[config.mk]
export PLATFORM = sky130hd
export DESIGN_NAME = pe_feeder_flat
export DESIGN_NICKNAME = d
export VERILOG_FILES = /design/src/rtl/tpu_pkg.sv /design/src/rtl/pe_feeder_if.sv /design/src/rtl/pe_operand_fifo.sv /design/src/rtl/pe_feeder.sv /design/src/flat_wrapper.sv
export SDC_FILE = /design/constraint.sdc
export NUM_CORES = 1
export LEC_CHECK = 0
export CELL_PAD_IN_SITES_DETAIL_PLACEMENT = 1
export CELL_PAD_IN_SITES_GLOBAL_PLACEMENT = 1
export CORE_MARGIN = 1
export CORE_UTILIZATION = 48
export DETAILED_ROUTE_END_ITERATION = 8
export HOLD_SLACK_MARGIN = 0.15
export PLACE_DENSITY = 0.86
export SYNTH_ARGS = -nofsm -noshare
export SYNTH_HDL_FRONTEND = slang
export SYNTH_SLANG_ARGS = --single-unit
[constraint.sdc]
create_clock -name clk -period 3.32 [get_ports clk]
set_clock_uncertainty 0.15 [all_clocks]
set_input_delay 0.83 -clock clk [delete_from_list [all_inputs] [get_ports clk]]
set_output_delay 0.83 -clock clk [all_outputs]
set_load 0.02 [all_outputs]
[src/rtl/tpu_pkg.sv]
// Shared definitions for the TPU operand-feeder slice: default widths and
// the feeder FSM state type.
package tpu_pkg;

  localparam int DEF_DATA_WIDTH = 8;
  localparam int DEF_ACC_WIDTH  = 16;
  localparam int DEF_DEPTH      = 8;
  localparam int DEF_PE_LAT     = 1;

  typedef enum logic [1:0] {
    IDLE,
    STREAM,
    DRAIN,
    DONE
  } feeder_state_t;

endpackage

[src/rtl/pe_feeder_if.sv]
// Operand-pair write channel into the PE feeder (valid/ready handshake).
interface pe_feeder_if #(
  parameter int DATA_WIDTH = tpu_pkg::DEF_DATA_WIDTH
);
  logic                  wr_valid;
  logic                  wr_ready;
  logic [DATA_WIDTH-1:0] wr_a;
  logic [DATA_WIDTH-1:0] wr_b;

  modport master (output wr_valid, output wr_a, output wr_b, input wr_ready);
  modport slave  (input wr_valid, input wr_a, input wr_b, output wr_ready);
endinterface

[src/rtl/pe_operand_fifo.sv]
// Circular operand-pair buffer; pointers wrap modulo DEPTH (power of two).
module pe_operand_fifo #(
  parameter int WIDTH = 16,
  parameter int DEPTH = 8
) (
  input  logic                     clk,
  input  logic                     rst_n,
  input  logic                     push,
  input  logic                     pop,
  input  logic [WIDTH-1:0]         wr_data,
  output logic [WIDTH-1:0]         rd_data,
  output logic [$clog2(DEPTH):0]   count
);
  localparam int AW = $clog2(DEPTH);

  logic [WIDTH-1:0] mem [DEPTH];
  logic [AW-1:0]    wr_ptr;
  logic [AW-1:0]    rd_ptr;

  assign rd_data = mem[rd_ptr];

  always_ff @(posedge clk) begin
    if (push) mem[wr_ptr] <= wr_data;
  end

  always_ff @(posedge clk or negedge rst_n) begin
    if (!rst_n) begin
      wr_ptr <= '0;
      rd_ptr <= '0;
      count  <= '0;
    end else begin
      if (push) wr_ptr <= wr_ptr + AW'(1);
      if (pop)  rd_ptr <= rd_ptr + AW'(1);
      case ({push, pop})
        2'b10:   count <= count + (AW+1)'(1);
        2'b01:   count <= count - (AW+1)'(1);
        default: count <= count;
      endcase
    end
  end
endmodule

[src/rtl/pe_feeder.sv]
// Buffers operand pairs and streams them into a PE accumulator, returning
// the dot product as the accumulator delta over the run.
module pe_feeder
  import tpu_pkg::*;
#(
  parameter int DATA_WIDTH = DEF_DATA_WIDTH,
  parameter int ACC_WIDTH  = DEF_ACC_WIDTH,
  parameter int DEPTH      = DEF_DEPTH,
  parameter int PE_LAT     = DEF_PE_LAT
) (
  input  logic                    clk,
  input  logic                    rst_n,
  pe_feeder_if.slave              wr,
  input  logic                    start,
  output logic                    busy,
  output logic                    done,
  output logic [ACC_WIDTH-1:0]    result,
  output logic [$clog2(DEPTH):0]  count,
  output logic                    pe_en,
  output logic [DATA_WIDTH-1:0]   pe_a,
  output logic [DATA_WIDTH-1:0]   pe_b,
  input  logic [ACC_WIDTH-1:0]    pe_c
);
  localparam int CW = $clog2(DEPTH) + 1;
  localparam int LW = (PE_LAT > 1) ? $clog2(PE_LAT) : 1;

  feeder_state_t           state;
  logic                    push;
  logic                    pop;
  logic [2*DATA_WIDTH-1:0] head;
  logic [CW-1:0]           remaining;
  logic [LW-1:0]           drain_cnt;
  logic [ACC_WIDTH-1:0]    base;

  assign wr.wr_ready = (state == IDLE) && (count < CW'(DEPTH));
  assign push        = wr.wr_valid && wr.wr_ready;
  // First pair is popped on the start edge itself so pe_en rises the next cycle.
  assign pop  = ((state == IDLE) && start && (count != '0)) ||
                ((state == STREAM) && (remaining != '0));
  assign busy = (state != IDLE);

  pe_operand_fifo #(
    .WIDTH (2*DATA_WIDTH),
    .DEPTH (DEPTH)
  ) u_fifo (
    .clk     (clk),
    .rst_n   (rst_n),
    .push    (push),
    .pop     (pop),
    .wr_data ({wr.wr_a, wr.wr_b}),
    .rd_data (head),
    .count   (count)
  );

  always_ff @(posedge clk or negedge rst_n) begin
    if (!rst_n) begin
      state     <= IDLE;
      remaining <= '0;
      drain_cnt <= '0;
      base      <= '0;
      result    <= '0;
      done      <= 1'b0;
      pe_en     <= 1'b0;
      pe_a      <= '0;
      pe_b      <= '0;
    end else begin
      done <= 1'b0;
      case (state)
        IDLE: begin
          if (start) begin
            if (count != '0) begin
              base         <= pe_c;
              remaining    <= count - CW'(1);
              pe_en        <= 1'b1;
              {pe_a, pe_b} <= head;
              state        <= STREAM;
            end else begin
              result <= '0;
              done   <= 1'b1;
              state  <= DONE;
            end
          end
        end
        STREAM: begin
          if (remaining != '0) begin
            remaining    <= remaining - CW'(1);
            {pe_a, pe_b} <= head;
          end else begin
            pe_en     <= 1'b0;
            pe_a      <= '0;
            pe_b      <= '0;
            drain_cnt <= LW'(PE_LAT - 1);
            state     <= DRAIN;
          end
        end
        DRAIN: begin
          if (drain_cnt == '0) begin
            result <= pe_c - base;
            done   <= 1'b1;
            state  <= DONE;
          end else begin
            drain_cnt <= drain_cnt - LW'(1);
          end
        end
        DONE:    state <= IDLE;
        default: state <= IDLE;
      endcase
    end
  end
endmodule

[src/flat_wrapper.sv]
// flat-port wrapper written by rule: the top's interface ports become plain ports
module pe_feeder_flat import tpu_pkg::*;
#(
  parameter int DATA_WIDTH = DEF_DATA_WIDTH,
  parameter int ACC_WIDTH  = DEF_ACC_WIDTH,
  parameter int DEPTH      = DEF_DEPTH,
  parameter int PE_LAT     = DEF_PE_LAT
)
  (clk, rst_n, start, busy, done, result, count, pe_en, pe_a, pe_b, pe_c, wr_wr_valid, wr_wr_a, wr_wr_b, wr_wr_ready);
  pe_feeder_if #(.DATA_WIDTH(DATA_WIDTH)) wr_i ();
  input  logic clk;
  input  logic rst_n;
  input  logic start;
  output logic busy;
  output logic done;
  output logic [ACC_WIDTH-1:0] result;
  output logic [$clog2(DEPTH):0] count;
  output logic pe_en;
  output logic [DATA_WIDTH-1:0] pe_a;
  output logic [DATA_WIDTH-1:0] pe_b;
  input  logic [ACC_WIDTH-1:0] pe_c;
  input wire logic [$bits(wr_i.wr_valid)-1:0] wr_wr_valid;
  input wire logic [$bits(wr_i.wr_a)-1:0] wr_wr_a;
  input wire logic [$bits(wr_i.wr_b)-1:0] wr_wr_b;
  output wire logic [$bits(wr_i.wr_ready)-1:0] wr_wr_ready;
  assign wr_i.wr_valid = wr_wr_valid;
  assign wr_i.wr_a = wr_wr_a;
  assign wr_i.wr_b = wr_wr_b;
  assign wr_wr_ready = wr_i.wr_ready;
  pe_feeder #(.DATA_WIDTH(DATA_WIDTH), .ACC_WIDTH(ACC_WIDTH), .DEPTH(DEPTH), .PE_LAT(PE_LAT)) u_core (.clk(clk), .rst_n(rst_n), .wr(wr_i), .start(start), .busy(busy), .done(done), .result(result), .count(count), .pe_en(pe_en), .pe_a(pe_a), .pe_b(pe_b), .pe_c(pe_c));
endmodule
==> Word-level counts from Yosys, hierarchy flattened <==
Memory sizes are Yosys's and may differ from the RTL's.
Cells that the tools add are included.
{ "word_totals": {"memories": 1, "wordCells": 87, "mem_bits_rw": 128, "regBits": 67} }
{ "classes": {"n_eq_ne": 11, "n_reduce_logical": 21, "n_mux": 34, "order_cmp": 1, "addsub": 7} }
{ "mem_list": {"columns": ["name", "words", "width", "read_ports", "rd_clocked_by_memory_dff", "write_ports", "line_no", "source"], "rows": [
  ["u_core.u_fifo.mem", 8, 16, 1, 0, 1, "pe_operand_fifo.sv:16", "logic [WIDTH-1:0] mem [DEPTH];"]
]} }
{ "ops": {"columns": ["cell", "count"], "rows": [
  ["$mux W16", 3],
  ["$mux W8", 6],
  ["$pmux W16 S2", 1],
  ["$pmux W8 S2", 2],
  ["$pmux W4 S2", 2],
  ["$sub A16 B16 Y16", 1],
  ["$mux W4", 3],
  ["$ne A2 B2 Y1 const B", 6],
  ["$reduce_and A4 Y1", 3],
  ["$reduce_bool A2 Y1", 5],
  ["$mux W1", 9],
  ["$reduce_and A3 Y1", 3],
  ["$mux W2", 4],
  ["$pmux W2 S4", 1],
  ["$reduce_bool A4 Y1", 2],
  ["$sub A4 B1 Y4 const B", 2],
  ["$add A3 B1 Y3 const B", 2],
  ["$eq A2 B2 Y1 const B", 3],
  ["$pmux W1 S2", 3],
  ["$logic_and A1 B1 Y1", 5],
  ["$add A4 B1 Y4 const B", 1],
  ["$eq A2 B1 Y1 const B", 2],
  ["$lt A4 B4 Y1 const B", 1],
  ["$logic_not A2 Y1", 1],
  ["3 further kinds", 3]
]} }

==> Longest topological paths before layout <==
{ "depth": {"word_depth": 6, "mapped_depth": 11} }

==> By module <==
From an unflattened synthesis, not the netlist that was laid out.
{ "unflattened": {"hier_cells": 559, "area_unflattened_um2": 8533.2} }
{ "by_module_without_submodules": {"columns": ["module", "area_each_um2", "cells_each", "n_inst", "seq_area_each_um2"], "rows": [
  ["pe_operand_fifo", 5459.0, 238, 1, 4093.9],
  ["pe_feeder", 3074.2, 321, 1, 1401.3]
]} }

==> Least setup slack after synthesis <==
Ideal clock, no wire load.
{ "synth_path": {"path_kind": "register to register", "from": "register u_core.state[0]", "to": "memory u_core.u_fifo.mem[0][0], enable pin", "setup_time_ns": 0.409, "setup_slack_ns": -0.010, "n_path_buf": 0, "t_required_ns": 2.761, "stages_incl_launch_ff": 8, "arrival_time_ns": 2.771, "cell_sequence": "dfrtp_1 -> inv_1 -> ha_1 -> inv_1 -> nor2_1 -> and2_1 -> nand2b_1 -> nor3_1"} }
{ "synth_via": {"elab_chain_cells": 5} }
{ "synth_rtl": {"columns": ["element", "line_no", "source"], "rows": [
  ["from (decl)", "pe_feeder.sv:27", "feeder_state_t state;"],
  ["from (signal assigned)", "pe_feeder.sv:57", "state <= IDLE;"],
  ["from (signal assigned)", "pe_feeder.sv:76", "state <= STREAM;"],
  ["from (signal assigned)", "pe_feeder.sv:80", "state <= DONE;"],
  ["$logic_not A2 Y1", "pe_feeder.sv:35", "assign wr.wr_ready = (state == IDLE) && (count < CW'(DEPTH));"],
  ["$logic_and A1 B1 Y1", "pe_feeder.sv:35", null],
  ["via wr_wr_ready", "flat_wrapper.sv:25", "output wire logic [$bits(wr_i.wr_ready)-1:0] wr_wr_ready;"],
  ["$logic_and A1 B1 Y1", "pe_feeder.sv:36", "assign push = wr.wr_valid && wr.wr_ready;"],
  ["$mux W1", "pe_operand_fifo.sv:23", "if (push) mem[wr_ptr] <= wr_data;"],
  ["$mux W1 (not written as such)", "pe_operand_fifo.sv:23", null],
  ["to (decl)", "pe_operand_fifo.sv:16", null]
]} }
The timed path passes the listed nets, and every way through them passes these cells.

==> Worst setup path in the final report <==
{ "layout_path": {"from": "register u_core.state[0]", "to": "output busy"} }
{ "layout_via": {"elab_chain_cells": 1} }
{ "layout_rtl": {"columns": ["element", "line_no", "source"], "rows": [
  ["$reduce_bool A2 Y1", "pe_feeder.sv:40", "assign busy = (state != IDLE);"],
  ["to (decl)", "flat_wrapper.sv:14", "output logic busy;"]
]} }
No other way between the ends.

==> reports/qor.txt <==
antenna diode count -> 0
post_cts resized -> 0
Clock Power Share -> 20.9%
pin count of the biggest net entering global routing -> 45
synthesis-to-layout area growth -> 19.41%
critical-path maximum fanout -> 7
count of cell types in the netlist -> 52
post-synth net total -> 649
P_leak -> 3.798 nW
Setup crit end -> busy
sw frac -> 37.78%
Max clock buf depth -> 2
worst path cell trace -> inv_1 -> ha_1 -> inv_1 -> clkdlybuf4s50_1
cell row count -> 48
RSZ-0062 raised after global routing -> no
total grt overflow -> 0
H-tree Lvls -> 4
startpoint types -> register
Critical path origin -> u_core.state[0]
Seq/Total Area, Yosys -> 65.17%
EDFF count, synth -> 128
Layout Utilization -> 58.41%
Crit Path Class -> reg2out
CTS root buf -> clkbuf_16
fraction of registers with async set/reset -> 34.02%
dpl ws -> 0.01125 ns
max_cap viols -> 0
postcts setup bufs -> 0
FILL cells -> 1653
first-pass GRT wire length -> 31750 um
1st-pass router iterations -> 4
# clock sinks -> 194
Reg2Reg Capture Point -> u_core.u_fifo.mem[5][10]
Core Area -> 17240 sq um
Final HPWL DP -> 13030 um
Syn Inst Count -> 585
post-route design area -> 10070 sq um
critical path's top delay family -> buffers and inverters
vias in the first global route -> 5775
Die Y -> 134.5 um
part of the cycle the worst path needs -> 90.94%
CTS tree -> built
Worst Hold Class -> in2async
Final GP Congestion -> 0.8349
Post-Route Setup TNS -> 0 ns
Slew Viols, Final -> 0
critical path depth in cells -> 4
antenna viol nets, final -> 0
setup ws final -> 0.3006 ns
CP max stage delay -> 0.66 ns
# DRC -> 0
Worst-Skew Late Latency -> 0.43 ns
initial antenna violation count -> 0
Worst Setup End Kind -> output pin
syn avg cell area -> 14.41 sq um
Reg2Reg Launch Point -> u_core.state[0]
status -> complete, no violations
routed length per instance -> 22.07 um
GRT Overall Usage -> 23.88%
Worst-Margin Slew -> 0.7754 ns
Comb pwr share -> 42.7%
Worst Path Required -> 2.34 ns
crit path time final -> 3.019 ns
Iteration-0 DRC Markers -> 284
share of layout cells above drive strength 1 -> 13.85%
routed vias -> 5180
Routed WL -> 20100 um
VDD IR max -> 0.0004225 V
post-synth top area cell -> edfxtp_1
Clock transition at path regs -> 0.07 ns
I/O Pins -> 76
pwr/cell area -> 919.6 nW/um^2
vias per inst -> 5.686
Num CTS Buffers -> 17
Worst R2R Path Depth -> 8
worst hold margin -> 0.2658 ns
Yosys reg bits -> 194
critical path arrival -> 2.04 ns
CP max-delay cell -> clkdlybuf4s50_1
Reg2Reg Setup Slack -> 0.68 ns
Slew HR -> 48.31%
Die X -> 134.5 um
Synthesis Warnings -> 0
final hold violation count -> 0
Buffers & Inverters on Critical Path -> 3
post-synthesis instance area -> 8432 sq um
synth top area cells -> edfxtp_1 46%, dfrtp_1 20%, mux4_2 8.5%
total die area -> 18100 sq um
Nets -> 737
sw power -> 3.497 mW
Initial Util -> 48.92%
Seq pwr share -> 36.3%
setup violators final -> 0
# port buffers -> 75
area share of the leading cell type in the synthesized netlist -> 45.59%
Fmax -> 331.2 MHz
dominant synthesized flop cell -> edfxtp_1
Placed Area -> 9510 sq um
internal power -> 5.761 mW
Post-CTS Hold Fix Bufs -> 0
most used cell, CP -> inv_1
==> placed cells by master, fill, tap and decap left out, types with 4 or more instances in the layout <==
cell type / synthesis / routed
edfxtp_1: 128 / 128
nand2_1: 74 / 74
clkdlybuf4s50_1: 0 / 73
dfrtp_1: 66 / 65
o21ai_0: 40 / 40
mux4_2: 32 / 32
inv_1: 29 / 29
ha_1: 27 / 27
nor2_1: 21 / 21
mux2i_1: 18 / 18
a21oi_1: 17 / 17
clkbuf_16: 0 / 17
o21ai_1: 14 / 14
buf_4: 4 / 13
xor2_1: 11 / 11
nand2b_1: 9 / 9
nand3_1: 8 / 8
inv_6: 0 / 7
a21o_1: 6 / 6
o211ai_1: 6 / 6
o21a_1: 5 / 5
nand4_1: 5 / 5
nor3_1: 7 / 5
xnor2_1: 4 / 4
a211o_1: 4 / 4
clkinvlp_4: 0 / 4
==> Yosys cell counts (9+ instances only) <==
cell	count
nand2b_1	9
nand2_1	74
xor2_1	11
inv_1	29
ha_1	27
nor2_1	21
o21ai_1	14
mux4_2	32
a21oi_1	17
o21ai_0	40
dfrtp_1	66
edfxtp_1	128
mux2i_1	18
==> how the worst min path moves through the flow <==
| stage | startpoint | end | slack, ns | depth (start not counted) |
|---|---|---|---|---|
| 2_1_floorplan | u_core.u_fifo.wr_ptr[0] | u_core.u_fifo.wr_ptr[0] | 0.34 | 2 |
| 3_3_place_gp | u_core.pe_b[6] | u_core.pe_b[6] | 0.31 | 2 |
| 3_5_place_dp | u_core.result[7] | u_core.result[7] | 0.32 | 2 |
| 4_1_cts | rst_n | u_core.done | 0.26 | 1 |
| 5_1_grt | rst_n | u_core.done | 0.28 | 1 |
| 6_report | rst_n | u_core.done | 0.27 | 1 |
==> power groups by stage <==
stage               Sequential (mW)  Combinational (mW)  Clock, mW
floorplan                      3.59                2.39          0
global placement               3.36                3.74          0
detailed placement             3.41                3.93          0
CTS                            3.37                4.00       1.97
global route                   3.42                4.33       2.04
finish                         3.36                3.96       1.94
==> metrics by stage <==
stage	cells	power (mW)
after floorplan	585	5.987
after global placement	879	7.108
after detailed placement	879	7.345
after CTS	911	9.338
after global routing	911	9.790
final	911	9.258
==> flip-flops by register name, summed over array words and instances (netlist names) <==
signal / flops
u_core.u_fifo.count: 4
u_core.done: 1
u_core.u_fifo.mem: 128
u_core.state: 2
u_core.base: 16
u_core.pe_en: 1
u_core.u_fifo.wr_ptr: 3
u_core.result: 16
u_core.pe_b: 8
u_core.remaining: 4
u_core.u_fifo.rd_ptr: 3
u_core.pe_a: 8
==> per-layer routing <==
layer  part of all wire, %  up-vias  track usage [%]  routed length, um
li1                      -     2350                -                  -
met1                    40     2638            28.43               8135
met2                    53      149            43.18              10710
met3                   3.9       43            3.941                783
met4                   2.4        0            9.551                476
met5                     0        -                0                  0
==> logic make-up after synthesis <==
family                     share of synthesized area [%]
xor gates and xnor gates                           1.558
AOI/OAI and AO/OA                                  7.909
DFF                                                65.17
adders and majority gates                          4.244
and+or+nand+nor                                    7.212
buffers and inverters                              2.522
muxes                                              11.38
==> final cells by class <==
cell class              count  area [sq um]  area share (%)
clock buffers              18         439.2           4.362
clock inverters            14         116.4           1.156
inverters                  29         108.9           1.081
multi-input cells         341          2740           27.22
flip-flops and latches    194          5497           54.59
well taps                 225         281.5           2.796
repair buffers             90         885.9           8.798
Power figures use the tool's default switching activity.
